**config.mk**
```make
export PLATFORM = sky130hd
export DESIGN_NAME = mem_port_arbiter
export DESIGN_NICKNAME = d
export VERILOG_FILES = /design/src/rtl/mem_port_arbiter.sv
export SDC_FILE = /design/constraint.sdc
export NUM_CORES = 1
export LEC_CHECK = 0
export CORE_MARGIN = 5
export CORE_UTILIZATION = 26
export DETAILED_ROUTE_END_ITERATION = 6
export PLACE_DENSITY_LB_ADDON = 0.15
export SYNTH_ARGS = -nofsm -noshare
export SYNTH_HDL_FRONTEND = slang
export SYNTH_SLANG_ARGS = --single-unit
```
**constraint.sdc**
```tcl
create_clock -name clk -period 2 [get_ports clk]
set_clock_uncertainty 0.2 [all_clocks]
set_input_delay 0.4 -clock clk [delete_from_list [all_inputs] [get_ports clk]]
set_output_delay 0.4 -clock clk [all_outputs]
set_load 0.005 [all_outputs]
```
**src/rtl/mem_port_arbiter.sv**
```systemverilog
// Single-port main-memory arbiter between fetch (read-only) and memory stage (load/store).
// One access in flight at a time; data has priority, bounded by a streak guard for fetch.
module mem_port_arbiter #(
   parameter int ADDR_W          = 32,
   parameter int DATA_W          = 32,
   parameter int LATENCY         = 1,
   parameter int MAX_DATA_STREAK = 3
) (
   input  logic              clk,
   input  logic              rst,
   input  logic              fetch_req,
   input  logic [ADDR_W-1:0] fetch_addr,
   input  logic              data_req,
   input  logic              data_we,
   input  logic [ADDR_W-1:0] data_addr,
   input  logic [DATA_W-1:0] data_wdata,
   output logic              fetch_gnt,
   output logic              fetch_rvalid,
   output logic [DATA_W-1:0] fetch_rdata,
   output logic              data_gnt,
   output logic              data_rvalid,
   output logic [DATA_W-1:0] data_rdata,
   output logic              busy,
   output logic              mem_en,
   output logic              mem_we,
   output logic [ADDR_W-1:0] mem_addr,
   output logic [DATA_W-1:0] mem_wdata,
   input  logic [DATA_W-1:0] mem_rdata
);

   localparam int CNT_W = (LATENCY > 1) ? $clog2(LATENCY + 1) : 1;
   localparam int STK_W = (MAX_DATA_STREAK > 1) ? $clog2(MAX_DATA_STREAK + 1) : 1;
   localparam logic [CNT_W-1:0] CNT_INIT = CNT_W'(LATENCY);
   localparam logic [STK_W-1:0] STK_MAX  = STK_W'(MAX_DATA_STREAK);

   typedef enum logic {IDLE, WAIT} state_t;

   state_t              state_q, state_d;
   logic [CNT_W-1:0]    cnt_q, cnt_d;
   logic [STK_W-1:0]    streak_q, streak_d;
   logic                owner_fetch_q, owner_fetch_d;
   logic                fetch_gnt_q, fetch_gnt_d;
   logic                fetch_rvalid_q, fetch_rvalid_d;
   logic [DATA_W-1:0]   fetch_rdata_q, fetch_rdata_d;
   logic                data_gnt_q, data_gnt_d;
   logic                data_rvalid_q, data_rvalid_d;
   logic [DATA_W-1:0]   data_rdata_q, data_rdata_d;
   logic                busy_q, busy_d;
   logic                mem_en_q, mem_en_d;
   logic                mem_we_q, mem_we_d;
   logic [ADDR_W-1:0]   mem_addr_q, mem_addr_d;
   logic [DATA_W-1:0]   mem_wdata_q, mem_wdata_d;

   always_comb begin
      state_d        = state_q;
      cnt_d          = cnt_q;
      streak_d       = streak_q;
      owner_fetch_d  = owner_fetch_q;
      fetch_gnt_d    = 1'b0;
      fetch_rvalid_d = 1'b0;
      fetch_rdata_d  = fetch_rdata_q;
      data_gnt_d     = 1'b0;
      data_rvalid_d  = 1'b0;
      data_rdata_d   = data_rdata_q;
      mem_en_d       = 1'b0;
      mem_we_d       = mem_we_q;
      mem_addr_d     = mem_addr_q;
      mem_wdata_d    = mem_wdata_q;

      case (state_q)
         IDLE: begin
            if (fetch_req || data_req) begin
               // Fetch wins when alone, or when data has used up its streak allowance.
               if (fetch_req && (!data_req || (streak_q == STK_MAX))) begin
                  owner_fetch_d = 1'b1;
                  fetch_gnt_d   = 1'b1;
                  mem_addr_d    = fetch_addr;
                  mem_wdata_d   = '0;
                  mem_we_d      = 1'b0;
                  streak_d      = '0;
               end else begin
                  owner_fetch_d = 1'b0;
                  data_gnt_d    = 1'b1;
                  mem_addr_d    = data_addr;
                  mem_wdata_d   = data_wdata;
                  mem_we_d      = data_we;
                  if (!fetch_req) begin
                     streak_d = '0;
                  end else if (streak_q != STK_MAX) begin
                     streak_d = streak_q + 1'b1;
                  end
               end
               mem_en_d = 1'b1;
               cnt_d    = CNT_INIT;
               state_d  = WAIT;
            end
         end
         WAIT: begin
            if (cnt_q != '0) begin
               cnt_d = cnt_q - 1'b1;
            end else begin
               if (owner_fetch_q) begin
                  fetch_rvalid_d = 1'b1;
                  fetch_rdata_d  = mem_rdata;
               end else begin
                  data_rvalid_d = 1'b1;
                  data_rdata_d  = mem_we_q ? '0 : mem_rdata;
               end
               state_d = IDLE;
            end
         end
         default: state_d = IDLE;
      endcase

      busy_d = (state_d == WAIT);
   end

   always_ff @(posedge clk or negedge rst) begin
      if (!rst) begin
         state_q        <= IDLE;
         cnt_q          <= '0;
         streak_q       <= '0;
         owner_fetch_q  <= 1'b0;
         fetch_gnt_q    <= 1'b0;
         fetch_rvalid_q <= 1'b0;
         fetch_rdata_q  <= '0;
         data_gnt_q     <= 1'b0;
         data_rvalid_q  <= 1'b0;
         data_rdata_q   <= '0;
         busy_q         <= 1'b0;
         mem_en_q       <= 1'b0;
         mem_we_q       <= 1'b0;
         mem_addr_q     <= '0;
         mem_wdata_q    <= '0;
      end else begin
         state_q        <= state_d;
         cnt_q          <= cnt_d;
         streak_q       <= streak_d;
         owner_fetch_q  <= owner_fetch_d;
         fetch_gnt_q    <= fetch_gnt_d;
         fetch_rvalid_q <= fetch_rvalid_d;
         fetch_rdata_q  <= fetch_rdata_d;
         data_gnt_q     <= data_gnt_d;
         data_rvalid_q  <= data_rvalid_d;
         data_rdata_q   <= data_rdata_d;
         busy_q         <= busy_d;
         mem_en_q       <= mem_en_d;
         mem_we_q       <= mem_we_d;
         mem_addr_q     <= mem_addr_d;
         mem_wdata_q    <= mem_wdata_d;
      end
   end

   assign fetch_gnt    = fetch_gnt_q;
   assign fetch_rvalid = fetch_rvalid_q;
   assign fetch_rdata  = fetch_rdata_q;
   assign data_gnt     = data_gnt_q;
   assign data_rvalid  = data_rvalid_q;
   assign data_rdata   = data_rdata_q;
   assign busy         = busy_q;
   assign mem_en       = mem_en_q;
   assign mem_we       = mem_we_q;
   assign mem_addr     = mem_addr_q;
   assign mem_wdata    = mem_wdata_q;

endmodule

```
After elaboration in Yosys (flattened, before gate mapping)
Index checks and enable logic that the tools add are counted.
{"block": "op_classes", "addsub": 2, "eq_ne": 4, "mux": 26, "bitwise_logic": 3, "reduce_logical": 8}
{"operator": "2-to-1 mux 32 bit", "count": 3}
{"operator": "2-to-1 mux 1 bit", "count": 18}
{"operator": "AND reduction 3 bit", "count": 3}
{"operator": "2-to-1 mux 2 bit", "count": 3}
{"operator": "!= test 2 bit (second input constant)", "count": 2}
{"operator": "case mux 1 bit (2 select lines)", "count": 2}
{"operator": "!= test 3 x 1 -> 1 bit (second input constant)", "count": 1}
{"operator": "inverter 1 bit", "count": 3}
{"operator": "adder 2 x 1 -> 2 bit (second input constant)", "count": 1}
{"operator": "== test 2 bit (second input constant)", "count": 1}
{"operator": "logical OR 1 bit", "count": 2}
{"operator": "AND reduction 2 bit", "count": 1}
{"operator": "logical AND 1 bit", "count": 1}
{"operator": "logical NOT 1 bit", "count": 1}
{"operator": "subtractor 1 bit (second input constant)", "count": 1}
{"block": "word_totals", "regBits": 139, "word_cells": 57}

Logic depth before layout (Yosys ltp)
Gate-level depths: netlist (run 1).
{"block": "logic_depth", "ltp_word": 6, "depth_mapped": 6, "ltp_nobuf": 4}

Worst setup path after synthesis (run 1)
Ideal clock, no wire load.
{"block": "synth_timing", "path_kind": "flip-flop to flip-flop", "start": "reg streak_q[0]", "end": "reg mem_addr_q[10] (netlist: mem_addr[10])", "arrival_time_ns": 1.359, "required_time_ns": 1.674, "setup_slack_ns": 0.315, "stages_incl_launch_ff": 7, "path_buffers": 2, "period_less_slack_ns": 1.685, "cell_sequence": "dfrtp_1 > ha_1 > nand2b_1 > a21oi_2 > buf_2 > buf_4 > a221o_1"}
{"block": "synth_via", "elab_chain_cells": 4}
{"element": "from (decl)", "line_no": "40", "source": "logic [STK_W-1:0] streak_q, streak_d;"}
{"element": "from (signal assigned)", "line_no": "138", "source": "streak_q <= streak_d;"}
{"element": "== test 2 bit", "line_no": "74", "source": "if (fetch_req && (!data_req || (streak_q == STK_MAX))) begin"}
{"element": "logical OR 1 bit", "line_no": "74"}
{"element": "logical AND 1 bit", "line_no": "74"}
{"element": "2-to-1 mux 32 bit", "line_no": "74"}
{"element": "to (signal assigned)", "line_no": "149", "source": "mem_addr_q <= mem_addr_d;"}
{"element": "to (decl)", "line_no": "51", "source": "logic [ADDR_W-1:0] mem_addr_q, mem_addr_d;"}
Every way passes these cells.
A chain may end at the register's enable or synchronous reset.

Worst setup path in the final report (run 1)
{"block": "layout_timing", "start": "reg mem_addr_q[28] (netlist: mem_addr[28])", "end": "out mem_addr[28]"}
{"element": "to (decl)", "line_no": "26", "source": "output logic [ADDR_W-1:0] mem_addr,"}
No word-level cell between the ends.

==> reports/qor.csv, run 1 <==
metric,value,unit
clock_path_buffers,2,
path_cells,clkdlybuf4s50_1,
critPathBufInv,1,
post-route-util,45.4,%
combPwrFrac,44.3,%
initial_core_util,26.6,%
dpl.hpwl,13000,µm
grt_antenna_before_repair,0,
yosysTopAreaCell,dfrtp_1,
grt_max_degree,66,
yosysSeqAreaShare,64.2,%
final_nets,843,
track_usage,14.7,%
cp_num_cells,1,
die_x,154,µm
place_area,8670,µm²
worst_path_max_delay_cell,clkdlybuf4s50_1,
cts_tree,yes,
finalHoldViolations,0,
max_slew_margin,69.9,%
cp_top_family,buffers and inverters,
drtIter0Drc,151,
critPathMaxFanout,2,
via_count,4442,
cts.sinks,139,
setup_tns,0,ps
maxCapViolations,0,
slew_viol_final,0,
io_pins,268,
vdd_ir_drop_max,596,µV
synthCells,418,
ant_nets,0,
finalPower,0.0142,W
synth_nets,552,
gp_congestion,0.835,
design_area,9240,µm²
syn_avg_cell_area,13.0,µm²
synth_seq_cells,139,
post-route-period-util,96.5,%
period_needed,1930,ps
yosysUniqueCellTypes,25,
row_count,52,
syn_area,5420,µm²
synth.most_common_cell,dfrtp_1,
max_freq,0.518,GHz
route.detailed.drc,0,
filler_cell_count,1859,
hp-class,flip-flop to flip-flop,
core_area,20400,µm²
die_height,154,µm
cts_max_level,4,
grt_pass1_wl,27600,µm
final_layout_size_suffix_gt1_share,14.2,%
rsz0062_at_grt,no,
wl_met1,7530,µm
critical_path.endpoint_type,primary output,
wl_per_cell,17.7,µm
cp-start-kind,flip-flop,
diodes,0,
setup_violations,0,
ys.warnings.count,0,
cp.required,1400,ps
crit_type,flip-flop to primary output,
p_per_area,1540,nW/µm²
reg2regPathDepth,6,
path_clk_slew,60,ps
synth_ff_type,dfrtp_1,
wl_met3,1390,µm
routed_via_density,4.49,
seqPwrFrac,34.9,%
root_buffer,clkbuf_16,
overflow,0,
die_area,23800,µm²
synth_commonest_cells,"dfrtp_1 (139), nand2_1 (35), o21ai_0 (34)",
p_int,0.00996,W
port_buffers,267,
whs_path_depth,2,
status,"finished, final reports clean",
topRoutingLayerUsed,met4,
synth_top_area_share,64.2,%
wirelength,17500,µm
max_stage_delay,540,ps
async_reset_ff_share,100,%
dr_wl_met2,8230,µm
numCtsBuffers,17,
synth_edf_count,0,
p_leak,3.94,nW
power.switching,0.00425,W
p_sw_share,29.9,%
arrival,1330,ps
clk_latency,400,ps
synth_area_leaders,"dfrtp_1 (64%), mux2_2 (6.7%), a221o_1 (5.7%), a22o_1 (5.3%), nand2b_1 (3.8%)",
first_pass_iters,4,
synthToLayoutAreaGrowth,70.5,%
p_clk_share,20.8,%
first_global_vias,4986,
worst_pin_slew,451,ps
## per-layer routing
| metal | global-route usage (%) | vias up |
|---|---|---|
| met5 | 0 | - |
| met4 | 5.09 | 0 |
| met3 | 5.25 | 25 |
| met2 | 23.4 | 192 |
| met1 | 18.7 | 2161 |
| li1 | - | 2064 |
## tightest hold or removal path, cell delays in order (launching register included)
cell     delay [ps]
dfrtp_1         340
nand2_1          50
o21ai_0          60
## power by group through the flow
| stage | clock network [W] | logic (W) | registers (W) |
|---|---|---|---|
| 6_report | 0.00296 | 0.00630 | 0.00495 |
| 3_5_place_dp | 0 | 0.00640 | 0.00498 |
| 2_1_floorplan | 0 | 0.00232 | 0.00497 |
| 3_3_place_gp | 0 | 0.00626 | 0.00498 |
| 5_1_grt | 0.00322 | 0.00686 | 0.00513 |
| 4_1_cts | 0.00305 | 0.00646 | 0.00497 |
## layout by cell type, fill, tap and decap left out, types with 2 or more instances in the layout
master             n
a221o_1           31
a22o_1            33
and2_1            31
buf_12             9
buf_4             25
clkbuf_16         17
clkbuf_8           2
clkdlybuf4s50_1  266
clkinv_2           2
clkinvlp_4         5
dfrtp_1          138
inv_1              4
mux2_2            32
nand2_1           34
nand2b_1          33
nor2_1             2
nor2b_1            2
nor3_1             2
o21ai_0           34
## registers in the layout (all words and copies together), names as in the netlist, 2 cells and up
name	count
mem_addr	32
streak_q	2
mem_wdata	32
data_rdata	32
fetch_rdata	32
## logic make-up (layout without fill, tap and decap cells)
kind of cell / after synthesis / in the layout / share of synthesized area, %
compound gates: 104 / 104 / 15.2
fa+ha+maj: 1 / 1 / 0.231
buf+inv: 34 / 336 / 2.96
flops: 139 / 139 / 64.2
mux: 32 / 32 / 6.65
simple gates: 108 / 108 / 10.8
## metrics by stage
step	hold slack [ps]	setup slack (ps)	cells
floorplan	-95.6	315	418
global placement	166	-88.4	958
detailed placement	171	-149	958
CTS	287	37.7	990
global route	308	7.58	990
finish	279	69.3	990
## layout make-up
cell class | count | area (µm²) | area share (%)
Inverter | 4 | 15.0 | 0.163
Sequential cell | 139 | 3480 | 37.7
Timing Repair Buffer | 302 | 3050 | 33.0
Clock buffer | 20 | 457 | 4.94
Clock inverter | 10 | 95.1 | 1.03
Tap cell | 270 | 338 | 3.66
Multi-Input combinational cell | 245 | 1800 | 19.5
## worst paths after layout
kind                                start  slack (ps)        endpoint
min in group asynchronous             rst         290     mem_addr[9]
min                        data_rdata[23]         280  data_rdata[23]
max reg2reg                   streak_q[0]         210    mem_wdata[1]
max                          mem_addr[28]          70    mem_addr[28]
max in group asynchronous             rst         730    mem_addr[24]
min reg2reg                data_rdata[23]         280  data_rdata[23]
## what timing repair did
item                                    in CTS  in global routing
hold endpoints to repair                    38                  0
hold buffers                                 1                  0
endpoints found under the setup margin       1                  0
setup buffers                                1                  0
resized for setup                            1                  0
(Power assumes the default switching activity.)
==> inputs of run 2 (changes only) <==
--- a/config.mk
+++ b/config.mk
@@ -8,7 +8,7 @@
 export CORE_MARGIN = 5
 export CORE_UTILIZATION = 26
 export DETAILED_ROUTE_END_ITERATION = 6
-export PLACE_DENSITY_LB_ADDON = 0.15
+export PLACE_DENSITY_LB_ADDON = 0.3
 export SYNTH_ARGS = -nofsm -noshare
 export SYNTH_HDL_FRONTEND = slang
 export SYNTH_SLANG_ARGS = --single-unit
==> run 2 against run 1 <==
  * Non-clock buffer count decreased by 12
  * Largest cell class unchanged
  * Hold slack got worse by 100 ps
  * Largest power group unchanged
  * Setup slack improved by 14 ps
  * Clock-buffer cell count decreased by 2
  * Cell count decreased by 1.0%
==> reports/qor.csv, run 2 (synthesized netlist as in run 1, its figures left out) <==
metric,value,unit,change
setup_tns,0,ps,unchanged
status,"finished, final reports clean",,
final_cell_mix,"clkdlybuf4s50_1 (266), dfrtp_1 (139), nand2_1 (35)",,
r2r-start,streak_q[0],,
rsz0062_at_grt,no,,
numCtsBuffers,17,,unchanged
setup_violations,0,,unchanged
core_area,20400,µm²,unchanged
grt_max_degree,68,,+3.0%
critPathMaxFanout,2,,unchanged
port_buffers,267,,unchanged
p_leak,3.91,nW,-0.79%
maxCapViolations,0,,unchanged
dpl.hpwl,12200,µm,-6.2%
final_common_cell,clkdlybuf4s50_1,,
routed_via_density,4.47,,-0.37%
path_clk_slew,60,ps,about the same
path_cells,clkdlybuf4s50_1,,
cp-start-kind,flip-flop,,
r2r_slack,230,ps,+20 ps
die_height,154,µm,unchanged
clock_path_buffers,2,,unchanged
vdd_ir_drop_max,735,µV,+23%
synthToLayoutAreaGrowth,69.2,%,
grt_pass1_wl,26100,µm,-5.4%
cp_num_cells,1,,unchanged
reg2regPathDepth,5,,-1
reg2reg_to,mem_addr[30],,
post-route-period-util,95.8,%,-0.70 points
cts_resized,0,,-1
first_pass_iters,5,,+1
track_usage,13.7,%,-1.1 points
grt_antenna_before_repair,1,,+1
crit_type,flip-flop to primary output,,
final_nets,831,,-1.4%
cts.sinks,139,,unchanged
arrival,1320,ps,about the same
worst_path_max_delay_cell,clkdlybuf4s50_1,,
cts_tree,yes,,
hp-class,input pin to asynchronous set/reset pin,,
critical_path.endpoint_type,primary output,,
route.detailed.drc,0,,unchanged
period_needed,1920,ps,-13.9 ps
io_pins,268,,unchanged
cp.required,1400,ps,about the same
overflow,0,,unchanged
gp_congestion,0.812,,-2.7%
die_area,23800,µm²,unchanged
critPathBufInv,1,,unchanged
diodes,0,,unchanged
row_count,52,,unchanged
crit_start,mem_addr[31],,
finalHoldViolations,0,,unchanged
die_x,154,µm,unchanged
p_per_area,1560,nW/µm²,+1.7%
wirelength,16600,µm,-5.4%
first_global_vias,4807,,-3.6%
max_freq,0.522,GHz,+0.73%
clk_latency,410,ps,about the same
drtIter0Drc,96,,-36%
whs,179,ps,-100 ps
ant_nets,0,,unchanged
max_slew_margin,75.0,%,+5.1 points
max_stage_delay,560,ps,+20 ps
via_count,4381,,-1.4%
wl_per_cell,16.9,µm,-4.4%
cp_top_family,buffers and inverters,,
slew_viol_final,0,,unchanged
root_buffer,clkbuf_16,,
worst_pin_slew,375,ps,-76.0 ps
cts_max_level,4,,unchanged
initial_core_util,26.6,%,unchanged
final_layout_size_suffix_gt1_share,12.7,%,-1.5 points
run 2: changes by cell type in the layout (fill, tap and decap cells not counted), sizes merged:
cell,previous run,this run
clkinvlp,5,1
inv,5,10
bufinv,1,3
clkinv,3,4
clkbuf,20,18
buf,35,23
run 2: per-stage QoR:
| stage | cell area, µm² | power, W | cells | utilization [%] | setup slack (ps) |
|---|---|---|---|---|---|
| global route | 9170 | 0.0153 | 980 | 45.0 | 27.3 |
| floorplan | 5420 | 0.00729 | 418 | - | 315 |
| detailed placement | 8540 | 0.0112 | 946 | 41.9 | -199 |
| finish | 9170 | 0.0143 | 980 | 45.0 | 83.3 |
| CTS | 9170 | 0.0146 | 980 | 45.0 | 14.0 |
| global placement | 8540 | 0.0110 | 946 | 41.9 | -151 |
run 2: how the worst max path moves through the flow:
stage                      to  slack, ps
2_1_floorplan    mem_addr[10]        310
3_3_place_gp     mem_addr[23]       -150
3_5_place_dp     mem_addr[24]       -200
4_1_cts          mem_addr[31]         10
5_1_grt        data_rdata[19]         30
6_report         mem_addr[31]         80
run 2: per-layer routing:
| layer | share of wire (%) | track usage [%] | vias to the layer above | wire, µm |
|---|---|---|---|---|
| li1 | - | - | 2052 | - |
| met1 | 42 | 17.0 | 2100 | 6880 |
| met2 | 48 | 22.2 | 199 | 7920 |
| met3 | 8.5 | 4.47 | 28 | 1410 |
| met4 | 2.1 | 5.26 | 2 | 342 |
| met5 | 0.078 | 0 | - | 13 |
run 2: power by group:
part           switching (W)  internal (W)  total (W)
sequential          0.000755       0.00417    0.00493
combinational        0.00223       0.00392    0.00614
clock                0.00128       0.00199    0.00327
total                0.00426        0.0101     0.0143
run 2: area by class of cell:
class	count	area, µm²
fill	1844	11200
sequential	139	3480
timing repair buffer	290	2920
multi-input combinational	245	1800
clock buffer	18	429
tap	270	338
clock inverter	14	184
inverter	4	15.0
run 2: worst register-to-register path, stage by stage (launching register included):
cell	delay (ps)
dfrtp_1	400
ha_1	210
nand2b_1	190
a21oi_4	230
buf_12	240
a221o_1	230
run 2: timing repair:
item                                    CTS  global route
buffers inserted                          1             0
endpoints found under the setup margin    1             0
hold buffers                              1             0
hold endpoints to repair                139             0
